File: src/rtl/mem_port_arbiter_if.sv
// Bus bundle between the CPU/DMA requesters, the shared word memory and mem_port_arbiter.
// The slave modport is the arbiter's view; master is the environment (requesters and memory).
interface mem_port_arbiter_if #(
    parameter int unsigned DW = 32
);
    logic          cpu_req;
    logic          cpu_we;
    logic [DW-1:0] cpu_addr;
    logic [DW-1:0] cpu_wd;
    logic [DW-1:0] cpu_rd;
    logic          cpu_ack;
    logic          cpu_err;

    logic          dma_req;
    logic          dma_we;
    logic [DW-1:0] dma_addr;
    logic [DW-1:0] dma_wd;
    logic [DW-1:0] dma_rd;
    logic          dma_ack;
    logic          dma_err;

    logic [DW-1:0] mem_addr;
    logic [DW-1:0] mem_wd;
    logic          mem_we;
    logic [DW-1:0] mem_rd;

    logic          busy;
    logic          grant_dma;

    modport slave (
        input  cpu_req, cpu_we, cpu_addr, cpu_wd,
        output cpu_rd, cpu_ack, cpu_err,
        input  dma_req, dma_we, dma_addr, dma_wd,
        output dma_rd, dma_ack, dma_err,
        output mem_addr, mem_wd, mem_we,
        input  mem_rd,
        output busy, grant_dma
    );

    modport master (
        output cpu_req, cpu_we, cpu_addr, cpu_wd,
        input  cpu_rd, cpu_ack, cpu_err,
        output dma_req, dma_we, dma_addr, dma_wd,
        input  dma_rd, dma_ack, dma_err,
        input  mem_addr, mem_wd, mem_we,
        output mem_rd,
        input  busy, grant_dma
    );
endinterface

File: src/rtl/mem_port_arbiter.sv
// Shares one word memory between CPU and DMA ports: IDLE -> ACCESS (+wait states) -> DONE.
// Define MEM_ARB_RR_EN for round-robin arbitration; default is fixed CPU priority.
module mem_port_arbiter #(
    parameter int unsigned WAIT_STATES = 0,
    parameter int unsigned DW          = 32
) (
    input logic               clk,
    input logic               reset_n,
    mem_port_arbiter_if.slave bus
);

    typedef enum logic [1:0] {StIdle, StAccess, StDone} state_e;

    localparam logic [3:0] WaitLoad = 4'(WAIT_STATES);

    state_e        state_q;
    logic [3:0]    cnt_q;
    logic [DW-1:0] addr_q;
    logic [DW-1:0] wd_q;
    logic          we_q;
    logic          grant_q;
    logic          mem_we_q;
    logic          cpu_ack_q, dma_ack_q;
    logic          cpu_err_q, dma_err_q;
    logic [DW-1:0] cpu_rd_q, dma_rd_q;
`ifdef MEM_ARB_RR_EN
    logic          prio_dma_q;
`endif

    logic          pick_dma;
    logic [DW-1:0] sel_addr;
    logic [DW-1:0] sel_wd;
    logic          sel_we;
    logic          aligned;
    logic [DW-1:0] rdata;

    always_comb begin
`ifdef MEM_ARB_RR_EN
        pick_dma = bus.dma_req && (!bus.cpu_req || prio_dma_q);
`else
        pick_dma = bus.dma_req && !bus.cpu_req;
`endif
        sel_addr = pick_dma ? bus.dma_addr : bus.cpu_addr;
        sel_wd   = pick_dma ? bus.dma_wd   : bus.cpu_wd;
        sel_we   = pick_dma ? bus.dma_we   : bus.cpu_we;
        aligned  = (addr_q[1:0] == 2'b00);
        // Writes and misaligned accesses return zero rather than whatever the memory shows.
        rdata    = (!we_q && aligned) ? bus.mem_rd : '0;
    end

    always_ff @(posedge clk or negedge reset_n) begin
        if (!reset_n) begin
            state_q    <= StIdle;
            cnt_q      <= '0;
            addr_q     <= '0;
            wd_q       <= '0;
            we_q       <= 1'b0;
            grant_q    <= 1'b0;
            mem_we_q   <= 1'b0;
            cpu_ack_q  <= 1'b0;
            dma_ack_q  <= 1'b0;
            cpu_err_q  <= 1'b0;
            dma_err_q  <= 1'b0;
            cpu_rd_q   <= '0;
            dma_rd_q   <= '0;
`ifdef MEM_ARB_RR_EN
            prio_dma_q <= 1'b0;
`endif
        end else begin
            mem_we_q  <= 1'b0;
            cpu_ack_q <= 1'b0;
            dma_ack_q <= 1'b0;
            cpu_err_q <= 1'b0;
            dma_err_q <= 1'b0;
            cpu_rd_q  <= '0;
            dma_rd_q  <= '0;
            unique case (state_q)
                StIdle: begin
                    if (bus.cpu_req || bus.dma_req) begin
                        state_q  <= StAccess;
                        cnt_q    <= WaitLoad;
                        addr_q   <= sel_addr;
                        wd_q     <= sel_wd;
                        we_q     <= sel_we;
                        grant_q  <= pick_dma;
                        // mem_we is registered, so it is raised on entry to the final ACCESS cycle.
                        mem_we_q <= (WaitLoad == 4'd0) && sel_we && (sel_addr[1:0] == 2'b00);
`ifdef MEM_ARB_RR_EN
                        prio_dma_q <= !pick_dma;
`endif
                    end
                end
                StAccess: begin
                    if (cnt_q != 4'd0) begin
                        cnt_q    <= cnt_q - 4'd1;
                        mem_we_q <= (cnt_q == 4'd1) && we_q && aligned;
                    end else begin
                        state_q <= StDone;
                        if (grant_q) begin
                            dma_ack_q <= 1'b1;
                            dma_rd_q  <= rdata;
                            dma_err_q <= !aligned;
                        end else begin
                            cpu_ack_q <= 1'b1;
                            cpu_rd_q  <= rdata;
                            cpu_err_q <= !aligned;
                        end
                    end
                end
                StDone: begin
                    state_q <= StIdle;
                end
                default: begin
                    state_q <= StIdle;
                end
            endcase
        end
    end

    assign bus.mem_addr  = (state_q == StAccess) ? addr_q : '0;
    assign bus.mem_wd    = (state_q == StAccess) ? wd_q : '0;
    assign bus.mem_we    = mem_we_q;
    assign bus.cpu_ack   = cpu_ack_q;
    assign bus.cpu_rd    = cpu_rd_q;
    assign bus.cpu_err   = cpu_err_q;
    assign bus.dma_ack   = dma_ack_q;
    assign bus.dma_rd    = dma_rd_q;
    assign bus.dma_err   = dma_err_q;
    assign bus.busy      = (state_q != StIdle);
    assign bus.grant_dma = grant_q;

endmodule
File: src/flat_wrapper.sv
// flat-port wrapper written by rule: the top's interface ports become plain ports
module mem_port_arbiter_flat 
#(
    parameter int unsigned WAIT_STATES = 0,
    parameter int unsigned DW          = 32
)
  (clk, reset_n, bus_cpu_req, bus_cpu_we, bus_cpu_addr, bus_cpu_wd, bus_cpu_rd, bus_cpu_ack, bus_cpu_err, bus_dma_req, bus_dma_we, bus_dma_addr, bus_dma_wd, bus_dma_rd, bus_dma_ack, bus_dma_err, bus_mem_addr, bus_mem_wd, bus_mem_we, bus_mem_rd, bus_busy, bus_grant_dma);
  mem_port_arbiter_if #(.DW(DW)) bus_i ();
  input logic clk;
  input logic reset_n;
  input wire logic [$bits(bus_i.cpu_req)-1:0] bus_cpu_req;
  input wire logic [$bits(bus_i.cpu_we)-1:0] bus_cpu_we;
  input wire logic [$bits(bus_i.cpu_addr)-1:0] bus_cpu_addr;
  input wire logic [$bits(bus_i.cpu_wd)-1:0] bus_cpu_wd;
  output wire logic [$bits(bus_i.cpu_rd)-1:0] bus_cpu_rd;
  output wire logic [$bits(bus_i.cpu_ack)-1:0] bus_cpu_ack;
  output wire logic [$bits(bus_i.cpu_err)-1:0] bus_cpu_err;
  input wire logic [$bits(bus_i.dma_req)-1:0] bus_dma_req;
  input wire logic [$bits(bus_i.dma_we)-1:0] bus_dma_we;
  input wire logic [$bits(bus_i.dma_addr)-1:0] bus_dma_addr;
  input wire logic [$bits(bus_i.dma_wd)-1:0] bus_dma_wd;
  output wire logic [$bits(bus_i.dma_rd)-1:0] bus_dma_rd;
  output wire logic [$bits(bus_i.dma_ack)-1:0] bus_dma_ack;
  output wire logic [$bits(bus_i.dma_err)-1:0] bus_dma_err;
  output wire logic [$bits(bus_i.mem_addr)-1:0] bus_mem_addr;
  output wire logic [$bits(bus_i.mem_wd)-1:0] bus_mem_wd;
  output wire logic [$bits(bus_i.mem_we)-1:0] bus_mem_we;
  input wire logic [$bits(bus_i.mem_rd)-1:0] bus_mem_rd;
  output wire logic [$bits(bus_i.busy)-1:0] bus_busy;
  output wire logic [$bits(bus_i.grant_dma)-1:0] bus_grant_dma;
  assign bus_i.cpu_req = bus_cpu_req;
  assign bus_i.cpu_we = bus_cpu_we;
  assign bus_i.cpu_addr = bus_cpu_addr;
  assign bus_i.cpu_wd = bus_cpu_wd;
  assign bus_cpu_rd = bus_i.cpu_rd;
  assign bus_cpu_ack = bus_i.cpu_ack;
  assign bus_cpu_err = bus_i.cpu_err;
  assign bus_i.dma_req = bus_dma_req;
  assign bus_i.dma_we = bus_dma_we;
  assign bus_i.dma_addr = bus_dma_addr;
  assign bus_i.dma_wd = bus_dma_wd;
  assign bus_dma_rd = bus_i.dma_rd;
  assign bus_dma_ack = bus_i.dma_ack;
  assign bus_dma_err = bus_i.dma_err;
  assign bus_mem_addr = bus_i.mem_addr;
  assign bus_mem_wd = bus_i.mem_wd;
  assign bus_mem_we = bus_i.mem_we;
  assign bus_i.mem_rd = bus_mem_rd;
  assign bus_busy = bus_i.busy;
  assign bus_grant_dma = bus_i.grant_dma;
  mem_port_arbiter #(.WAIT_STATES(WAIT_STATES), .DW(DW)) u_core (.clk(clk), .reset_n(reset_n), .bus(bus_i));
endmodule
File: config.mk
export PLATFORM = sky130hd
export DESIGN_NAME = mem_port_arbiter_flat
export DESIGN_NICKNAME = d
export VERILOG_FILES = /design/src/rtl/mem_port_arbiter_if.sv /design/src/rtl/mem_port_arbiter.sv /design/src/flat_wrapper.sv
export SDC_FILE = /design/constraint.sdc
export NUM_CORES = 1
export LEC_CHECK = 0
export CORE_AREA = 2 2 101 176
export DETAILED_ROUTE_END_ITERATION = 16
export DIE_AREA = 0 0 103 178
export PLACE_DENSITY = 0.76
export SYNTH_ARGS = -nofsm -noshare
export SYNTH_HDL_FRONTEND = slang
export SYNTH_SLANG_ARGS = --single-unit
File: constraint.sdc
create_clock -name clk -period 1.6 [get_ports clk]
set_input_delay 0.32 -clock clk [delete_from_list [all_inputs] [get_ports clk]]
set_output_delay 0.32 -clock clk [all_outputs]
set_load 0.005 [all_outputs]
# Word level (Yosys, flattened, before mapping)
# Index checks and enable logic that the tools add are counted.
# op_classes
add_sub_neg,1
eq_ne,5
mux,33
n_reduce_logical,18
# op_table
op,n
$mux W32,11
$mux W1,15
$mux W4,2
$pmux W4 S2,1
$logic_not A2 Y1,3
$logic_and A1 B1 Y1,5
$eq A4 B1 Y1 const B,1
$mux W2,2
$ne A2 B1 Y1 const B,2
$pmux W2 S2,1
$reduce_and A2 Y1,2
$reduce_bool A2 Y1,2
$reduce_bool A4 Y1,1
$sub A4 B1 Y4 const B,1
$logic_not A1 Y1,3
$reduce_and A3 Y1,1
$eq A2 B1 Y1 const B,1
$ne A2 B2 Y1 const B,1
$pmux W1 S2,1
$logic_or A1 B1 Y1,1
# totals
regBits,141
inputBits,166
output_inout_bits,135
wordCells,70

# Logic depth before layout (Yosys ltp)
# logic_depth
depth_word,7
depth_mapped,7
ltp_nobuf,6

# Worst setup path after synthesis
# OpenSTA, ideal clock, no wires.
# synth_path
path_type,register to register
startpoint,register u_core.cnt_q[0]
endpoint,"register u_core.dma_rd_q[23], in the netlist u_core.bus.dma_rd[23]"
setup_ns,0.067
t_arrival_ns,1.517
t_required_ns,1.533
setup_slack_ns,0.016
stages_incl_launch_ff,8
n_path_buf,2
synth_period_minus_slack_ns,1.584
cell_sequence,dfrtp_1 inv_1 ha_1 nor3b_4 and3_1 buf_4 buf_6 and3_1
# synth_between
elab_chain_cells,3
# synth_rtl
item,line,text
from (decl),mem_port_arbiter.sv:17,logic [3:0] cnt_q;
from (signal assigned),mem_port_arbiter.sv:81,cnt_q <= WaitLoad;
from (signal assigned),mem_port_arbiter.sv:95,cnt_q <= cnt_q - 4'd1;
$reduce_bool A4 Y1,mem_port_arbiter.sv:94,if (cnt_q != 4'd0) begin
$mux W32,mem_port_arbiter.sv:94,
$mux W32,mem_port_arbiter.sv:77,unique case (state_q)
to (signal assigned),mem_port_arbiter.sv:101,dma_rd_q <= rdata;
to (decl),mem_port_arbiter.sv:25,"logic [DW-1:0] cpu_rd_q, dma_rd_q;"
# Every way passes these cells.
# A chain may end at the register's enable or synchronous reset.

# Worst setup path in the final report
# layout_path
startpoint,register u_core.state_q[1]
endpoint,output bus_mem_addr[11]
# layout_between
elab_chain_cells,2
# layout_rtl
item,line,text
from (decl),mem_port_arbiter.sv:16,state_e state_q;
from (signal assigned),mem_port_arbiter.sv:53,state_q <= StIdle;
from (signal assigned),mem_port_arbiter.sv:80,state_q <= StAccess;
from (signal assigned),mem_port_arbiter.sv:98,state_q <= StDone;
$eq A2 B1 Y1,mem_port_arbiter.sv:120,assign bus.mem_addr = (state_q == StAccess) ? addr_q : '0;
$mux W32,mem_port_arbiter.sv:120,
to (decl),flat_wrapper.sv:25,output wire logic [$bits(bus_i.mem_addr)-1:0] bus_mem_addr;
# Every way passes these cells.

==> parameters.txt <==
Parameter                              Value

Run status
  Result of the run ... finished, violations left
  Failing checks ... negative setup slack

Finish
  Post-route insts no fill ... 1154
  Commonest non-fill, non-tap cell in the layout ... sky130_fd_sc_hd__clkdlybuf4s50_1
  Most frequent cells in the layout ... sky130_fd_sc_hd__clkdlybuf4s50_1, sky130_fd_sc_hd__dfrtp_1, sky130_fd_sc_hd__nand2_1
  Number of nets in the finished design ... 1081
  Area growth from synthesis to layout ... 81.98%
  Share of final-layout standard cells stronger than drive strength 1 ... 0.2765

Synthesis
  Xor and xnor fraction of the mapped netlist area ... 0
  Synthesized netlist net count ... 728
  Mux share of post-synthesis cell area ... 0.1057
  Share of synthesized area occupied by flip-flops and latches ... 0.5734
  Compound-Gate Fraction of Synth Area ... 0.06527
  Post-synthesis share of cell area spent on full adders, half adders and majority gates ... 0.004067
  Ys Warns ... 0
  Number of standard cells after synthesis ... 560
  Post-synth design cell area ... 6153 µm²
  Most area-hungry cell type in the Yosys netlist ... sky130_fd_sc_hd__dfrtp_1
  Average footprint of a synthesized cell ... 10.99 µm²
  Top cell type's share of synthesized area ... 0.5734
  Synth top area cells ... sky130_fd_sc_hd__dfrtp_1, sky130_fd_sc_hd__mux2i_1, sky130_fd_sc_hd__and3_1
  Yosys reg bits ... 141
  Combinational family with the most area after synthesis ... simple AND/OR/NAND/NOR gates
  Distinct cells, synth ... 36
  Synthesized-area fraction occupied by and/or/nand/nor cells ... 0.2033

Power and ir drop
  Design internal power ... 0.01210 W
  Power per cell area ... 1623 nW/µm²
  Combinational group share of total power ... 0.482
  Power share of the clock group ... 0.231
  Peak supply drop ... 0.0008863 V
  Fraction of power spent switching nets ... 0.3346
  Total net switching power ... 0.006082 W
  Fraction of power consumed by sequential logic ... 0.286
  P_leak ... 6.270 nW
  Final Power ... 0.01818 W

Placement
  RePlAce Congestion ... 0.8215
  Inst Count DP ... 1079
  Total of buffers placed on input and output ports ... 300
  Place WS ... -0.2161 ns
  Final HPWL from detailed placement ... 13870 µm

Floorplan
  Number of placed I/O pins ... 301
  Std-Cell Rows ... 63
  Effective utilization at floorplan ... 0.3648
  Core Box Area ... 16870 µm²
  Die span in x ... 103 µm
  Die height ... 178 µm
  Die Footprint ... 18330 µm²

STA
  Post-route clock skew ... 0.01237 ns
  Final setup fails ... 133
  Total Neg Setup Slack ... -39.59 ns
  Final critical-path setup slack ... -0.4806 ns
  Ratio of final minimum period to clock period ... 1.300
  Peak clock frequency supported by timing ... 480.6 MHz
  Transition time of the tightest slew-check pin ... 0.4280 ns
  Final-report hold violation count ... 0
  Worst hold-check slack ... 0.3734 ns
  Max-slew violation count ... 0
  Remaining max-slew budget at the tightest pin ... 0.7136
  Minimum clock period after layout ... 2.081 ns
  RSZ-0062 raised after global routing ... yes

Drt
  Total wire length ... 21950 µm
  Average wire per standard cell ... 19.02 µm
  Number of violations reported at the end of detailed-routing iteration 0 ... 146
  Via count ... 5530
  DRC Markers ... 0
  Final ANT Viol Nets ... 0
  Via/cell ratio ... 4.792
  TritonRoute pass-1 iters ... 4

Clock network
  Bufs on Longest Clock Path ... 2
  Insertion delay of the later-clocked pin in the worst-skew pair ... 0.43 ns
  Cts bufs inserted ... 17
  H-tree lvl count ... 4
  TritonCTS clock tree ... done
  Number of sinks driven by the clock tree ... 141
  Clock input transition at the sequential cells of the worst setup and hold paths ... 0.07 ns
  CTS Root Cell ... sky130_fd_sc_hd__clkbuf_16

Worst setup path
  Maximum fanout encountered on the critical timing path ... 6
  Category of the worst setup path capture point ... output port
  CP Data Required Time ... 1.28 ns
  Nature of the critical path startpoint ... flip-flop
  Worst path arrival time ... 1.76 ns
  Critical path start-end classification ... flip-flop to output port

GRT
  Pin count of the biggest net entering global routing ... 65
  Number of global-route vias before repair ... 5767
  Number of antenna violations at the first check in global routing ... 2
  GRT Resource Usage Total ... 0.2365
  Global-route wire length before repair ... 31830 µm
  Total overflow reported by the global router ... 0

Run
  Number of max-capacitance violations reported ... 0

Worst hold path
  Worst min-delay path category ... input pin to async pin
==> cells by family after synthesis <==
group | count (synthesis)
flip-flops | 141
AND/OR/NAND/NOR | 228
multiplexers | 65
buffers and inverters | 47
adder cells (fa/ha/maj) | 2
AO/OA/AOI/OAI | 77
==> critical path, stage by stage, from the launching register on <==
cell                      delay (ns)
sky130_fd_sc_hd__dfrtp_1        0.37
sky130_fd_sc_hd__and2b_4        0.32
sky130_fd_sc_hd__buf_12         0.12
sky130_fd_sc_hd__buf_8          0.11
sky130_fd_sc_hd__buf_12         0.12
sky130_fd_sc_hd__buf_6          0.08
sky130_fd_sc_hd__and2_4         0.13
sky130_fd_sc_hd__buf_6          0.08
==> timing repair <==
item / 4_1_cts / 5_1_grt
setup buffers: 26 / 11
resized for setup: 346 / 122
cloned: 13 / 1
endpoints found under the setup margin: 150 / 175
endpoints found under the hold margin: 32 / 0
hold buffers: 1 / 0
pin swaps: 22 / 21
==> flip-flops by register name, summed over array words and instances, names as in the netlist, 2 cells and up <==
name,flops
u_core.bus.cpu_rd,32
u_core.state_q,2
u_core.bus.dma_rd,32
u_core.wd_q,32
u_core.addr_q,32
u_core.cnt_q,4
==> metal layers <==
metal | part of all wire | routed length, µm | global-route usage
met1 | 0.33 | 7247 | 0.2414
met2 | 0.57 | 12400 | 0.4288
met3 | 0.057 | 1245 | 0.05760
met4 | 0.047 | 1035 | 0.1305
met5 | 0.00059 | 13 | 0
==> layout make-up <==
class | instances | area, µm²
Inverter | 4 | 15.01
Timing Repair Buffer | 377 | 4108
Antenna cell | 1 | 2.502
Tap cell | 227 | 284.0
Multi-Input combinational cell | 372 | 2636
Sequential cell | 141 | 3528
Fill cell | 1301 | 5670
Clock inverter | 15 | 198.9
Clock buffer | 17 | 425.4
==> worst paths after layout <==
check                                       start               endpoint  slack, ns  cells after the start
worst min-delay path                      reset_n        u_core.wd_q[18]       0.37                      2
worst max register to register  u_core.state_q[1]  u_core.bus.dma_rd[31]      -0.36                     10
max in group asynchronous                 reset_n   u_core.bus.cpu_rd[4]       0.60                      3
worst max-delay path            u_core.state_q[1]       bus_mem_addr[11]      -0.48                      7
worst min register to register  u_core.addr_q[26]      u_core.addr_q[26]       0.48                      2
min in group clk                u_core.addr_q[26]      u_core.addr_q[26]       0.48                      2
==> Yosys cell counts <==
master,number
sky130_fd_sc_hd__or2_2,1
sky130_fd_sc_hd__o22ai_1,1
sky130_fd_sc_hd__buf_4,5
sky130_fd_sc_hd__nand2_2,1
sky130_fd_sc_hd__nor2_1,8
sky130_fd_sc_hd__nand2b_1,2
sky130_fd_sc_hd__nand4b_1,1
sky130_fd_sc_hd__and2b_1,1
sky130_fd_sc_hd__mux2i_1,65
sky130_fd_sc_hd__nor4bb_1,1
sky130_fd_sc_hd__nor2_4,1
sky130_fd_sc_hd__a22o_1,1
sky130_fd_sc_hd__ha_1,2
sky130_fd_sc_hd__clkbuf_1,12
sky130_fd_sc_hd__and2_1,64
sky130_fd_sc_hd__nor3_2,1
sky130_fd_sc_hd__a21oi_1,5
sky130_fd_sc_hd__nor4_1,1
sky130_fd_sc_hd__o21ai_1,55
sky130_fd_sc_hd__a21o_1,1
sky130_fd_sc_hd__o211ai_1,1
sky130_fd_sc_hd__buf_2,15
sky130_fd_sc_hd__nor3b_4,1
sky130_fd_sc_hd__nor2b_1,1
sky130_fd_sc_hd__nand3_1,1
sky130_fd_sc_hd__nor3_1,5
sky130_fd_sc_hd__buf_6,11
sky130_fd_sc_hd__nand2_1,71
sky130_fd_sc_hd__dfrtp_1,141
sky130_fd_sc_hd__and3_1,65
sky130_fd_sc_hd__nor3b_1,1
sky130_fd_sc_hd__o21ai_0,11
sky130_fd_sc_hd__inv_1,4
sky130_fd_sc_hd__o31ai_1,1
sky130_fd_sc_hd__o311ai_0,1
sky130_fd_sc_hd__nor2_2,1
==> power by group through the flow <==
stage	Combinational, W	Clock (W)	Sequential [W]
2_1_floorplan	0.00290	0	0.00504
4_1_cts	0.00832	0.00425	0.00518
3_3_place_gp	0.00624	0	0.00520
3_5_place_dp	0.00635	0	0.00520
5_1_grt	0.00946	0.00442	0.00532
6_report	0.00877	0.00420	0.00521
==> stage by stage <==
stage / instance area [µm²] / utilization
CTS: 10930 / 0.6480
global route: 11200 / 0.6638
detailed placement: 9637 / 0.5713
finish: 11200 / 0.6638
global placement: 9637 / 0.5713
floorplan: 6153 / -
Power figures use the tool's default switching activity.
